### config.mk
export PLATFORM = sky130hd
export DESIGN_NAME = winograd_result_streamer
export DESIGN_NICKNAME = d
export VERILOG_FILES = /design/src/rtl/winograd_pkg.sv /design/src/rtl/wg_tile_index_counter.sv /design/src/rtl/winograd_result_streamer.sv
export SDC_FILE = /design/constraint.sdc
export NUM_CORES = 1
export LEC_CHECK = 0
export ABC_CLOCK_PERIOD_IN_PS = 88700
export CORE_AREA = 2 2 506 508
export DETAILED_ROUTE_END_ITERATION = 10
export DIE_AREA = 0 0 508 510
export SETUP_SLACK_MARGIN = 0.5
export SYNTH_ARGS = -nofsm -noshare
export SYNTH_HDL_FRONTEND = slang
export SYNTH_SLANG_ARGS = --single-unit
### constraint.sdc
create_clock -name clk -period 88.7 [get_ports clk]
set_clock_uncertainty 0.05 [all_clocks]
set_input_delay 13.305 -clock clk [delete_from_list [all_inputs] [get_ports clk]]
set_output_delay 13.305 -clock clk [all_outputs]
set_load 0.02 [all_outputs]
### src/rtl/winograd_pkg.sv
// Shared types and tile geometry for the Winograd result path.
// The tile index counter is sized from these so the upstream loader can reuse it.
package winograd_pkg;

  localparam int WG_TILE_ROWS = 8;
  localparam int WG_TILE_COLS = 10;
  localparam int WG_DATA_W    = 16;

  typedef enum logic [0:0] {
    IDLE   = 1'b0,
    STREAM = 1'b1
  } wg_stream_state_t;

  typedef logic [WG_DATA_W-1:0] wg_elem_t;

endpackage

### src/rtl/wg_tile_index_counter.sv
// Row-major (row, col) walker over a ROWS x COLS tile.
// Clear has priority over advance; advancing from the last element wraps to (0,0).
module wg_tile_index_counter #(
  parameter int ROWS = 8,
  parameter int COLS = 10,
  parameter int RW   = $clog2(ROWS),
  parameter int CW   = $clog2(COLS)
) (
  input  logic          clk,
  input  logic          rst,
  input  logic          i_clear,
  input  logic          i_advance,
  output logic [RW-1:0] o_row,
  output logic [CW-1:0] o_col,
  output logic          o_last
);

  localparam logic [RW-1:0] ROW_MAX = RW'(ROWS - 1);
  localparam logic [CW-1:0] COL_MAX = CW'(COLS - 1);

  logic [RW-1:0] r_row;
  logic [CW-1:0] r_col;

  // Index register: column steps every advance, row steps on column wrap.
  always_ff @(posedge clk) begin
    if (rst || i_clear) begin
      r_row <= '0;
      r_col <= '0;
    end else if (i_advance) begin
      if (r_col == COL_MAX) begin
        r_col <= '0;
        r_row <= (r_row == ROW_MAX) ? '0 : r_row + RW'(1);
      end else begin
        r_col <= r_col + CW'(1);
      end
    end
  end

  assign o_row  = r_row;
  assign o_col  = r_col;
  assign o_last = (r_row == ROW_MAX) && (r_col == COL_MAX);

endmodule

### src/rtl/winograd_result_streamer.sv
// Captures the engine's parallel result tile on conv_done and replays it as a
// row-major valid/ready element stream; a done arriving mid-tile is dropped and flagged.
module winograd_result_streamer
  import winograd_pkg::*;
#(
  parameter int ROWS       = WG_TILE_ROWS,
  parameter int COLS       = WG_TILE_COLS,
  parameter int DATA_WIDTH = WG_DATA_W
) (
  input  logic                     clk,
  input  logic                     rst,
  input  logic                     conv_done,
  input  logic [DATA_WIDTH-1:0]    result_in [0:ROWS-1][0:COLS-1],
  output logic                     m_valid,
  input  logic                     m_ready,
  output logic [DATA_WIDTH-1:0]    m_data,
  output logic [$clog2(ROWS)-1:0]  m_row,
  output logic [$clog2(COLS)-1:0]  m_col,
  output logic                     m_last,
  output logic                     busy,
  output logic                     overrun,
  input  logic                     clr_overrun
);

  localparam int RW = $clog2(ROWS);
  localparam int CW = $clog2(COLS);

  wg_stream_state_t r_state;
  wg_stream_state_t w_state_nxt;

  logic [DATA_WIDTH-1:0] r_buf [0:ROWS-1][0:COLS-1];
  logic                  r_overrun;

  logic          w_capture;
  logic          w_clear;
  logic          w_advance;
  logic          w_drop;
  logic          w_hs;
  logic [RW-1:0] w_row;
  logic [CW-1:0] w_col;
  logic          w_last;

  assign w_hs = (r_state == STREAM) && m_ready;

  wg_tile_index_counter #(
    .ROWS (ROWS),
    .COLS (COLS),
    .RW   (RW),
    .CW   (CW)
  ) u_index (
    .clk       (clk),
    .rst       (rst),
    .i_clear   (w_clear),
    .i_advance (w_advance),
    .o_row     (w_row),
    .o_col     (w_col),
    .o_last    (w_last)
  );

  // Next-state and control decode.
  always_comb begin
    w_state_nxt = r_state;
    w_capture   = 1'b0;
    w_clear     = 1'b0;
    w_advance   = 1'b0;
    w_drop      = 1'b0;
    case (r_state)
      IDLE: begin
        if (conv_done) begin
          w_capture   = 1'b1;
          w_clear     = 1'b1;
          w_state_nxt = STREAM;
        end else begin
          w_state_nxt = IDLE;
        end
      end
      STREAM: begin
        if (w_hs && w_last) begin
          // A done coinciding with the final beat chains the next tile with no bubble.
          w_clear = 1'b1;
          if (conv_done) begin
            w_capture   = 1'b1;
            w_state_nxt = STREAM;
          end else begin
            w_state_nxt = IDLE;
          end
        end else begin
          w_advance = w_hs;
          if (conv_done) begin
            w_drop = 1'b1;
          end else begin
            w_drop = 1'b0;
          end
        end
      end
      default: begin
        w_state_nxt = IDLE;
      end
    endcase
  end

  // State register.
  always_ff @(posedge clk) begin
    if (rst) begin
      r_state <= IDLE;
    end else begin
      r_state <= w_state_nxt;
    end
  end

  // Tile buffer: loaded only on an accepted done, never reset.
  always_ff @(posedge clk) begin
    if (w_capture) begin
      r_buf <= result_in;
    end
  end

  // Sticky overrun flag; a drop in the same cycle as a clear keeps it set.
  always_ff @(posedge clk) begin
    if (rst) begin
      r_overrun <= 1'b0;
    end else if (w_drop) begin
      r_overrun <= 1'b1;
    end else if (clr_overrun) begin
      r_overrun <= 1'b0;
    end
  end

  // Stream outputs decoded from held state; zeroed while idle.
  always_comb begin
    m_valid = 1'b0;
    m_data  = '0;
    m_row   = '0;
    m_col   = '0;
    m_last  = 1'b0;
    if (r_state == STREAM) begin
      m_valid = 1'b1;
      m_data  = r_buf[w_row][w_col];
      m_row   = w_row;
      m_col   = w_col;
      m_last  = w_last;
    end else begin
      m_valid = 1'b0;
      m_data  = '0;
      m_row   = '0;
      m_col   = '0;
      m_last  = 1'b0;
    end
  end

  assign busy    = m_valid;
  assign overrun = r_overrun;

endmodule

# Word level (Yosys, flattened, before mapping)
# Cells that the tools add are included.
word_totals:
  reg_bits: 1289
  output_inout_bits: 27
  wordCells: 125
op_classes:
  n_addsub: 2
  n_lt_le_gt_ge: 2
  n_eq_ne: 2
  mux: 26
  bitwise_logic: 3
  n_reduce_logical: 6
ops:
  columns: ["cell", "count"]
  rows:
  - ["binary-select mux 160 bit (select 3 bit)", 1]
  - ["2-to-1 mux 160 bit", 2]
  - ["binary-select mux 16 bit (select 4 bit)", 1]
  - ["2-to-1 mux 16 bit", 3]
  - ["2-to-1 mux 1 bit", 12]
  - ["2-to-1 mux 4 bit", 2]
  - ["2-to-1 mux 3 bit", 2]
  - ["one-hot mux 1 bit (2 select lines)", 3]
  - [">= comparator 5 bit, second input constant", 1]
  - ["inverter 4 -> 5 bit", 1]
  - ["adder 4 x 1 -> 4 bit, second input constant", 1]
  - ["equality test 4 bit, second input constant", 1]
  - [">= comparator 4 bit, second input constant", 1]
  - ["inverter 3 -> 4 bit", 1]
  - ["adder 3 x 1 -> 3 bit, second input constant", 1]
  - ["equality test 3 bit, second input constant", 1]
  - ["logical AND 1 bit", 3]
  - ["AND reduction 2 bit", 1]
  - ["nonzero test 2 bit", 1]
  - ["logical OR 1 bit", 1]
  - ["inverter 1 bit", 1]

# Logic depth before layout (Yosys ltp)
# Gate-level depths: netlist (run 1).
depth:
  depth_word: 8
  depth_mapped: 11
  depth_no_buf: 7

# Modules after synthesis
# A second synthesis (run 1) with hierarchy kept.
unflattened:
  cells_unflattened: 2071
  area_unflattened_um2: 49118.4
modules_own_cells:
  columns: ["mod", "n_inst", "cells_each", "area_each_um2", "seq_area_each_um2"]
  rows:
  - ["winograd_result_streamer", 1, 2031, 48735.5, 38476.9]
  - ["wg_tile_index_counter", 1, 40, 382.9, 140.1]

# Worst setup path after synthesis (run 1)
# Ideal clock, no wire load.
synth_timing:
  path_kind: "input to register"
  start: "input m_ready"
  end: "register r_buf[0] (netlist bit) (enable)"
  setup_time_ps: 1823
  arrival_ps: 42403
  required_ps: 86827
  slack_ps: 44424
  cell_stages: 4
  cell_sequence: "nand2_1 > nor3_1 > nand2b_1 > and2_1"
synth_via:
  elab_chain_len: 4
synth_lines:
  columns: ["element", "line_no", "rtl"]
  rows:
  - ["from (decl)", "winograd_result_streamer.sv:15", "input logic m_ready,"]
  - ["logical AND 1 bit", "winograd_result_streamer.sv:43", "assign w_hs = (r_state == STREAM) && m_ready;"]
  - ["logical AND 1 bit", "winograd_result_streamer.sv:78", "if (w_hs && w_last) begin"]
  - ["2-to-1 mux 1 bit", "winograd_result_streamer.sv:78", null]
  - ["one-hot mux 1 bit (2 select lines)", "winograd_result_streamer.sv:67", "case (r_state)"]
  - ["net w_capture", "winograd_result_streamer.sv:34", "logic w_capture;"]
  - ["to (signal assigned)", "winograd_result_streamer.sv:114", "r_buf <= result_in;"]
  - ["to (decl)", "winograd_result_streamer.sv:31", "logic [DATA_WIDTH-1:0] r_buf [0:ROWS-1][0:COLS-1];"]
# The timed path passes the listed nets, and every way through them passes these cells.
# A chain may end at the register's enable or synchronous reset.

# Final worst setup path (run 1)
layout_timing:
  start: "register u_index.r_row[0] (netlist: u_index.o_row[0])"
  end: "output m_data[14]"
layout_via:
  elab_chain_len: 8
layout_lines:
  columns: ["element", "line_no", "rtl"]
  rows:
  - ["from (decl)", "wg_tile_index_counter.sv:21", "logic [RW-1:0] r_row;"]
  - ["from (signal assigned)", "wg_tile_index_counter.sv:32", "r_row <= (r_row == ROW_MAX) ? '0 : r_row + RW'(1);"]
  - ["inverter 3 -> 4 bit (not written as such)", "winograd_result_streamer.sv:138", "m_data = r_buf[w_row][w_col];"]
  - ["binary-select mux 160 bit (select 3 bit)", "winograd_result_streamer.sv:138", null]
  - ["2-to-1 mux 160 bit (not written as such) (2 in a row)", "winograd_result_streamer.sv:138", null]
  - ["binary-select mux 16 bit (select 4 bit)", "winograd_result_streamer.sv:138", null]
  - ["2-to-1 mux 16 bit (not written as such) (2 in a row)", "winograd_result_streamer.sv:138", null]
  - ["2-to-1 mux 16 bit", "winograd_result_streamer.sv:136", "if (r_state == STREAM) begin"]
  - ["to (decl)", "winograd_result_streamer.sv:16", "output logic [DATA_WIDTH-1:0] m_data,"]
# Every way passes these cells. The select of a mux whose other input is x is not followed.

==> results of run 1 <==
## logic make-up after synthesis
group | Yosys count
mux | 402
buf+inv | 145
simple gates | 146
xor+xnor | 2
fa+ha+maj | 2
compound gates | 343
flops | 1289
## state kept, by name (all words and copies together), names as in the netlist
register,cells
r_state,1
u_index.o_row,3
overrun,1
r_buf,1280
u_index.o_col,4
## worst max path at each step
stage,end,slack [ns],cells after the start
5_1_grt,m_data[14],68.60,10
6_report,m_data[14],69.13,10
3_3_place_gp,r_buf[1055]$_DFFE_PP_,69.54,9
4_1_cts,m_data[14],68.59,10
2_1_floorplan,r_buf[0]$_DFFE_PP_,44.42,4
3_5_place_dp,r_buf[1215]$_DFFE_PP_,69.34,9
## worst max-delay path, delay by kind of cell, from the launching register on
family	cells	cell delay, ns
compound gates	5	1.67
simple gates	1	0.26
flops	1	0.63
buf+inv	4	2.55
## area by class of cell
class | count | area (um^2)
Fill cell | 25100 | 181400
Sequential cell | 1289 | 38640
Timing Repair Buffer | 1368 | 13590
Multi-Input combinational cell | 895 | 10420
Tap cell | 3366 | 4212
Clock buffer | 170 | 3829
Clock inverter | 105 | 1185
Antenna cell | 56 | 140.1
Inverter | 4 | 15.01
## power breakdown
group / leakage (nW) / internal [mW] / total (mW) / switching [mW]
clock: 2.42 / 0.360 / 0.633 / 0.273
combinational: 7.84 / 0.0633 / 0.108 / 0.0452
sequential: 12.3 / 0.712 / 0.727 / 0.0154
## layout by cell type (no fill, tap or decap), types with 26 or more instances in the layout
master and count:
o21ai_0 35, mux4_2 246, buf_4 54, a211oi_1 38
nor2_1 42, clkdlybuf4s50_1 1311, mux2_2 30, edfxtp_1 1280
clkbuf_16 150, a21oi_1 73, clkinv_2 26, mux2i_1 126
diode_2 56, a22oi_1 62, clkinv_1 28
## layer usage
metal  up-vias  GRT usage
met5         -          0
met3       449    0.08713
li1      12740          -
met1     16290     0.2170
met4       118    0.04216
met2      2114     0.2964
## stage by stage
| step | hold WS, ns | setup slack (ns) |
|---|---|---|
| 6_report | 0.5457 | 69.13 |
| 3_3_place_gp | 0.4992 | 69.54 |
| 4_1_cts | 0.5391 | 68.59 |
| 5_1_grt | 0.5654 | 68.60 |
| 2_1_floorplan | 0.4814 | 44.42 |
| 3_5_place_dp | 0.5331 | 69.34 |
==> results.sh, run 1 <==
export IMPL_hold_class="reg2reg"
export IMPL_synth_xor_area_share=0.0003521
export IMPL_clock_fmax_mhz=51.09
export IMPL_crit_top_cell="buf_4"
export IMPL_highest_layer="met5"
export IMPL_finalSetupTns_ns=0
export IMPL_io_buffers=1311
export IMPL_worstHoldStart="u_index.o_col[3]$_SDFFE_PP0P_"
export IMPL_r2r_end="r_buf[1055]$_DFFE_PP_"
export IMPL_syn_area_um2=49740
export IMPL_yosys_area_share_simple=0.01524
export IMPL_drtAntennaViolNets=0
export IMPL_worst_pin_slew_ns=1.434
export IMPL_fp_dieH_um=510
export IMPL_min_period_over_period=0.2207
export IMPL_coreArea_um2=253500
export IMPL_min_period_ns=19.57
export IMPL_cts_root_buf="clkbuf_16"
export IMPL_critical_path_class="reg2out"
export IMPL_clock_sinks=1289
export IMPL_critPathArrivalTime_ns=6.22
export IMPL_grt_pass1_wl_mm=308.5
export IMPL_synth_area_leader_cell="edfxtp_1"
export IMPL_io_pins=1312
export IMPL_synth_compound_area_frac=0.04812
export IMPL_yosysWarnings=0
export IMPL_place_inst=6922
export IMPL_dpl_cell_area_um2=66870
export IMPL_grt_max_degree=94
export IMPL_cts_buffers=150
export IMPL_dieArea_um2=259100
export IMPL_start_util=0.1963
export IMPL_design_area_um2=72030
export IMPL_synth_top_cells_by_count="edfxtp_1, mux4_2, mux2i_1"
export IMPL_grt_pass1_vias=31680
export IMPL_crit_slowest_cell="buf_4"
export IMPL_synth_top_cell_area_share=0.7727
export IMPL_area_growth_pct=44.80
export IMPL_hold_viol=0
export IMPL_cp_end_kind="output pin"
export IMPL_path_max_fanout=63
export IMPL_hold_depth=2
export IMPL_globalRouteOverflowTotal=0
export IMPL_place_hpwl_mm=197.8
export IMPL_hold_buffers=0
export IMPL_first_iter_violations=4094
export IMPL_insertion_delay_ns=0.78
export IMPL_cts_buffer_depth=3
export IMPL_fin_util=0.2842
export IMPL_p_total_mw=1.468
export IMPL_cts_resized_gates=0
export IMPL_route_detailed_drc=0
export IMPL_synth_top_family_by_area="multiplexers"
export IMPL_synth_mux_area_frac=0.1435
export IMPL_route_met3_wl_mm=31.84
export IMPL_setup_violations=0
export IMPL_antenna_found_initial=201
export IMPL_r2r_cells=9
export IMPL_vias_per_cell=4.372
export IMPL_syn_inst=2329
export IMPL_drive_above_1_share=0.1553
export IMPL_wl_per_cell_um=33.98
export IMPL_slew_headroom=0.04421
export IMPL_min_to="u_index.o_col[3]$_SDFFE_PP0P_"
export IMPL_p_leak_nw=22.53
export IMPL_async_flop_share=0
export IMPL_yosysMostFrequentCell="edfxtp_1"
export IMPL_avgSynthCellArea_um2=21.36
export IMPL_row_count=185
export IMPL_cts_tree="built"
export IMPL_synth_cell_types=52
export IMPL_syn_nets=3616
export IMPL_vias=31710
export IMPL_post_cts_buffers=0
export IMPL_first_pass_iters=6
export IMPL_yosys_register_bits=1289
export IMPL_max_stage_delay_ns=0.75
export IMPL_crit_required_ns=75.35
export IMPL_startpoint="u_index.o_row[0]$_SDFFE_PP0P_"
export IMPL_cp_cell_sequence="buf_12 > buf_4 > buf_4 > nand2b_1 > a211oi_1 > a221oi_2 > o211ai_1 > a41o_1 > o21ai_0 > clkdlybuf4s50_1"
export IMPL_synth_area_leaders="edfxtp_1, mux4_2, mux2i_1, a22oi_1, a21oi_1"
export IMPL_die_w_um=508
export IMPL_timing_rr_start="u_index.o_col[0]$_SDFFE_PP0P_"
export IMPL_powerDensity_nw_per_um2=20.39
export IMPL_rsz0062_at_grt="no"
export IMPL_cap_violations=0
export IMPL_place_gp_congestion=0.9185
export IMPL_outcome="completed"
export IMPL_clkTransAtPathRegs_ns=0.06
export IMPL_synthAdderAreaFrac=0.0005031
export IMPL_start_kind="register"
export IMPL_ys_flop_type="edfxtp_1"
export IMPL_synth_edf_count=1280
export IMPL_final_cells=7253
export IMPL_wl_met2_mm=115.3
export IMPL_htree_levels=4
export IMPL_slew_violations=0
export IMPL_fin_nets=4995
export IMPL_peakVddDrop_uv=16.97
export IMPL_synth_seq_area_share=0.7763
export IMPL_drt_total_wl_mm=246.5
export IMPL_r2r_slack_ns=80.83
export IMPL_wl_met1_mm=93.04
export IMPL_track_usage=0.1823
No activity file was read; power rests on OpenSTA's default activity.
==> inputs of run 2 (changes only) <==
--- a/config.mk
+++ b/config.mk
@@ -5,7 +5,7 @@
 export SDC_FILE = /design/constraint.sdc
 export NUM_CORES = 1
 export LEC_CHECK = 0
-export ABC_CLOCK_PERIOD_IN_PS = 88700
+export ABC_CLOCK_PERIOD_IN_PS = 19000
 export CORE_AREA = 2 2 506 508
 export DETAILED_ROUTE_END_ITERATION = 10
 export DIE_AREA = 0 0 508 510
==> constraint.sdc (replaced) <==
create_clock -name clk -period 19 [get_ports clk]
set_clock_uncertainty 0.05 [all_clocks]
set_input_delay 2.85 -clock clk [delete_from_list [all_inputs] [get_ports clk]]
set_output_delay 2.85 -clock clk [all_outputs]
set_load 0.02 [all_outputs]
==> results.sh, run 2 (synthesis gave the netlist of run 1 again) <==
export IMPL_cts_root_buf="clkbuf_16"
export IMPL_vias_per_cell=4.392
export IMPL_crit_buf_inv=6
export IMPL_largest_register="r_buf"
export IMPL_cp_top_family="buffers and inverters"
export IMPL_insertion_delay_ns=0.76
export IMPL_post_cts_buffers=0
export IMPL_slew_headroom=0.1297
export IMPL_drive_above_1_share=0.1559
export IMPL_row_count=185
export IMPL_cts_buffer_depth=3
export IMPL_min_period_ns=9.513
export IMPL_p_total_mw=6.888
export IMPL_area_growth_pct=45.13
export IMPL_mostFrequentLayoutCell="clkdlybuf4s50_1"
export IMPL_design_area_um2=72190
export IMPL_setup_violations=0
export IMPL_finalSetupTns_ns=0
export IMPL_worst_pin_slew_ns=1.301
export IMPL_hold_class="reg2reg"
export IMPL_wl_met1_mm=97.44
export IMPL_largest_reg_flops=1280
export IMPL_dieArea_um2=259100
export IMPL_first_pass_iters=6
export IMPL_place_hpwl_mm=195.9
export IMPL_final_cells=7267
export IMPL_start_kind="register"
export IMPL_cp_end_kind="output pin"
export IMPL_highest_layer="met5"
export IMPL_route_met3_wl_mm=28.65
export IMPL_cap_violations=0
export IMPL_wl_per_cell_um=33.71
export IMPL_r2r_cells=11
export IMPL_layout_common_cells="clkdlybuf4s50_1, edfxtp_1, mux4_2"
export IMPL_rsz0062_at_grt="no"
export IMPL_powerDensity_nw_per_um2=95.42
export IMPL_die_w_um=508
export IMPL_grt_max_degree=147
export IMPL_crit_slowest_cell="dfxtp_4"
export IMPL_crit_top_cell="buf_4"
export IMPL_grt_pass1_vias=31640
export IMPL_critPathArrivalTime_ns=6.61
export IMPL_vias=31920
export IMPL_clock_sinks=1289
export IMPL_io_pins=1312
export IMPL_drt_total_wl_mm=244.9
export IMPL_p_leak_nw=22.61
export IMPL_clkTransAtPathRegs_ns=0.06
export IMPL_globalRouteOverflowTotal=0
export IMPL_critical_path_class="reg2out"
export IMPL_cts_resized_gates=0
export IMPL_drtAntennaViolNets=0
export IMPL_place_inst=6928
export IMPL_clock_fmax_mhz=105.1
export IMPL_antenna_found_initial=185
export IMPL_slew_violations=0
export IMPL_dpl_cell_area_um2=66950
export IMPL_htree_levels=4
export IMPL_fin_nets=5002
export IMPL_coreArea_um2=253500
export IMPL_path_max_fanout=35
export IMPL_first_iter_violations=4277
export IMPL_peakVddDrop_uv=84.43
export IMPL_io_buffers=1311
export IMPL_track_usage=0.1814
export IMPL_wl_met2_mm=111.9
export IMPL_place_gp_congestion=0.9189
export IMPL_hold_ws_ns=0.5329
export IMPL_hold_viol=0
export IMPL_grt_pass1_wl_mm=309.0
export IMPL_start_util=0.1963
export IMPL_outcome="completed"
export IMPL_hold_buffers=0
export IMPL_crit_required_ns=16.10
export IMPL_min_period_over_period=0.5007
export IMPL_cts_buffers=151
export IMPL_cp_cell_sequence="buf_4 > buf_4 > buf_4 > buf_4 > mux4_2 > a32o_1 > nor4_1 > buf_4 > a31oi_1 > a32o_1 > clkdlybuf4s50_1"
export IMPL_hold_depth=2
export IMPL_cp_num_cells=11
export IMPL_fp_dieH_um=510
export IMPL_route_detailed_drc=0
export IMPL_cts_tree="built"
export IMPL_max_stage_delay_ns=0.79
[run 2: metal layers]
| metal | global-route usage | up-vias |
|---|---|---|
| met5 | 0 | - |
| li1 | - | 12770 |
| met1 | 0.2291 | 16330 |
| met3 | 0.07339 | 495 |
| met2 | 0.2873 | 2239 |
| met4 | 0.04652 | 80 |
[run 2: layout make-up]
cell class | count | area, um^2
Fill cell | 25060 | 181300
Sequential cell | 1289 | 38640
Timing Repair Buffer | 1374 | 13650
Multi-Input combinational cell | 895 | 10440
Tap cell | 3366 | 4212
Clock buffer | 176 | 3872
Clock inverter | 92 | 1185
Antenna cell | 71 | 177.7
Inverter | 4 | 15.01
[run 2: tightest hold or removal path, delay by kind of cell (launching register included)]
kind | cells | cell delay, ns
compound gates | 1 | 0.14
flops | 1 | 0.35
simple gates | 1 | 0.05
[run 2: report_power, final]
part | total (mW) | internal (mW) | switching, mW
Combinational | 0.504 | 0.296 | 0.208
Sequential | 3.40 | 3.32 | 0.0739
Clock | 2.99 | 1.71 | 1.28
Total | 6.89 | 5.32 | 1.56
[run 2: final timing paths]
path                            startpoint                       endpoint  slack [ns]
max          u_index.o_row[0]$_SDFFE_PP0P_                      m_data[5]        9.49
min          u_index.o_col[3]$_SDFFE_PP0P_  u_index.o_col[3]$_SDFFE_PP0P_        0.53
min reg2reg  u_index.o_col[3]$_SDFFE_PP0P_  u_index.o_col[3]$_SDFFE_PP0P_        0.53
max reg2reg  u_index.o_row[1]$_SDFFE_PP0P_           r_buf[135]$_DFFE_PP_       12.46
[run 2: per-stage QoR]
stage	worst slack [ns]	utilization
2_1_floorplan	6.417	-
3_3_place_gp	9.664	0.2641
3_5_place_dp	9.998	0.2642
4_1_cts	9.125	0.2841
5_1_grt	8.902	0.2843
6_report	9.487	0.2848
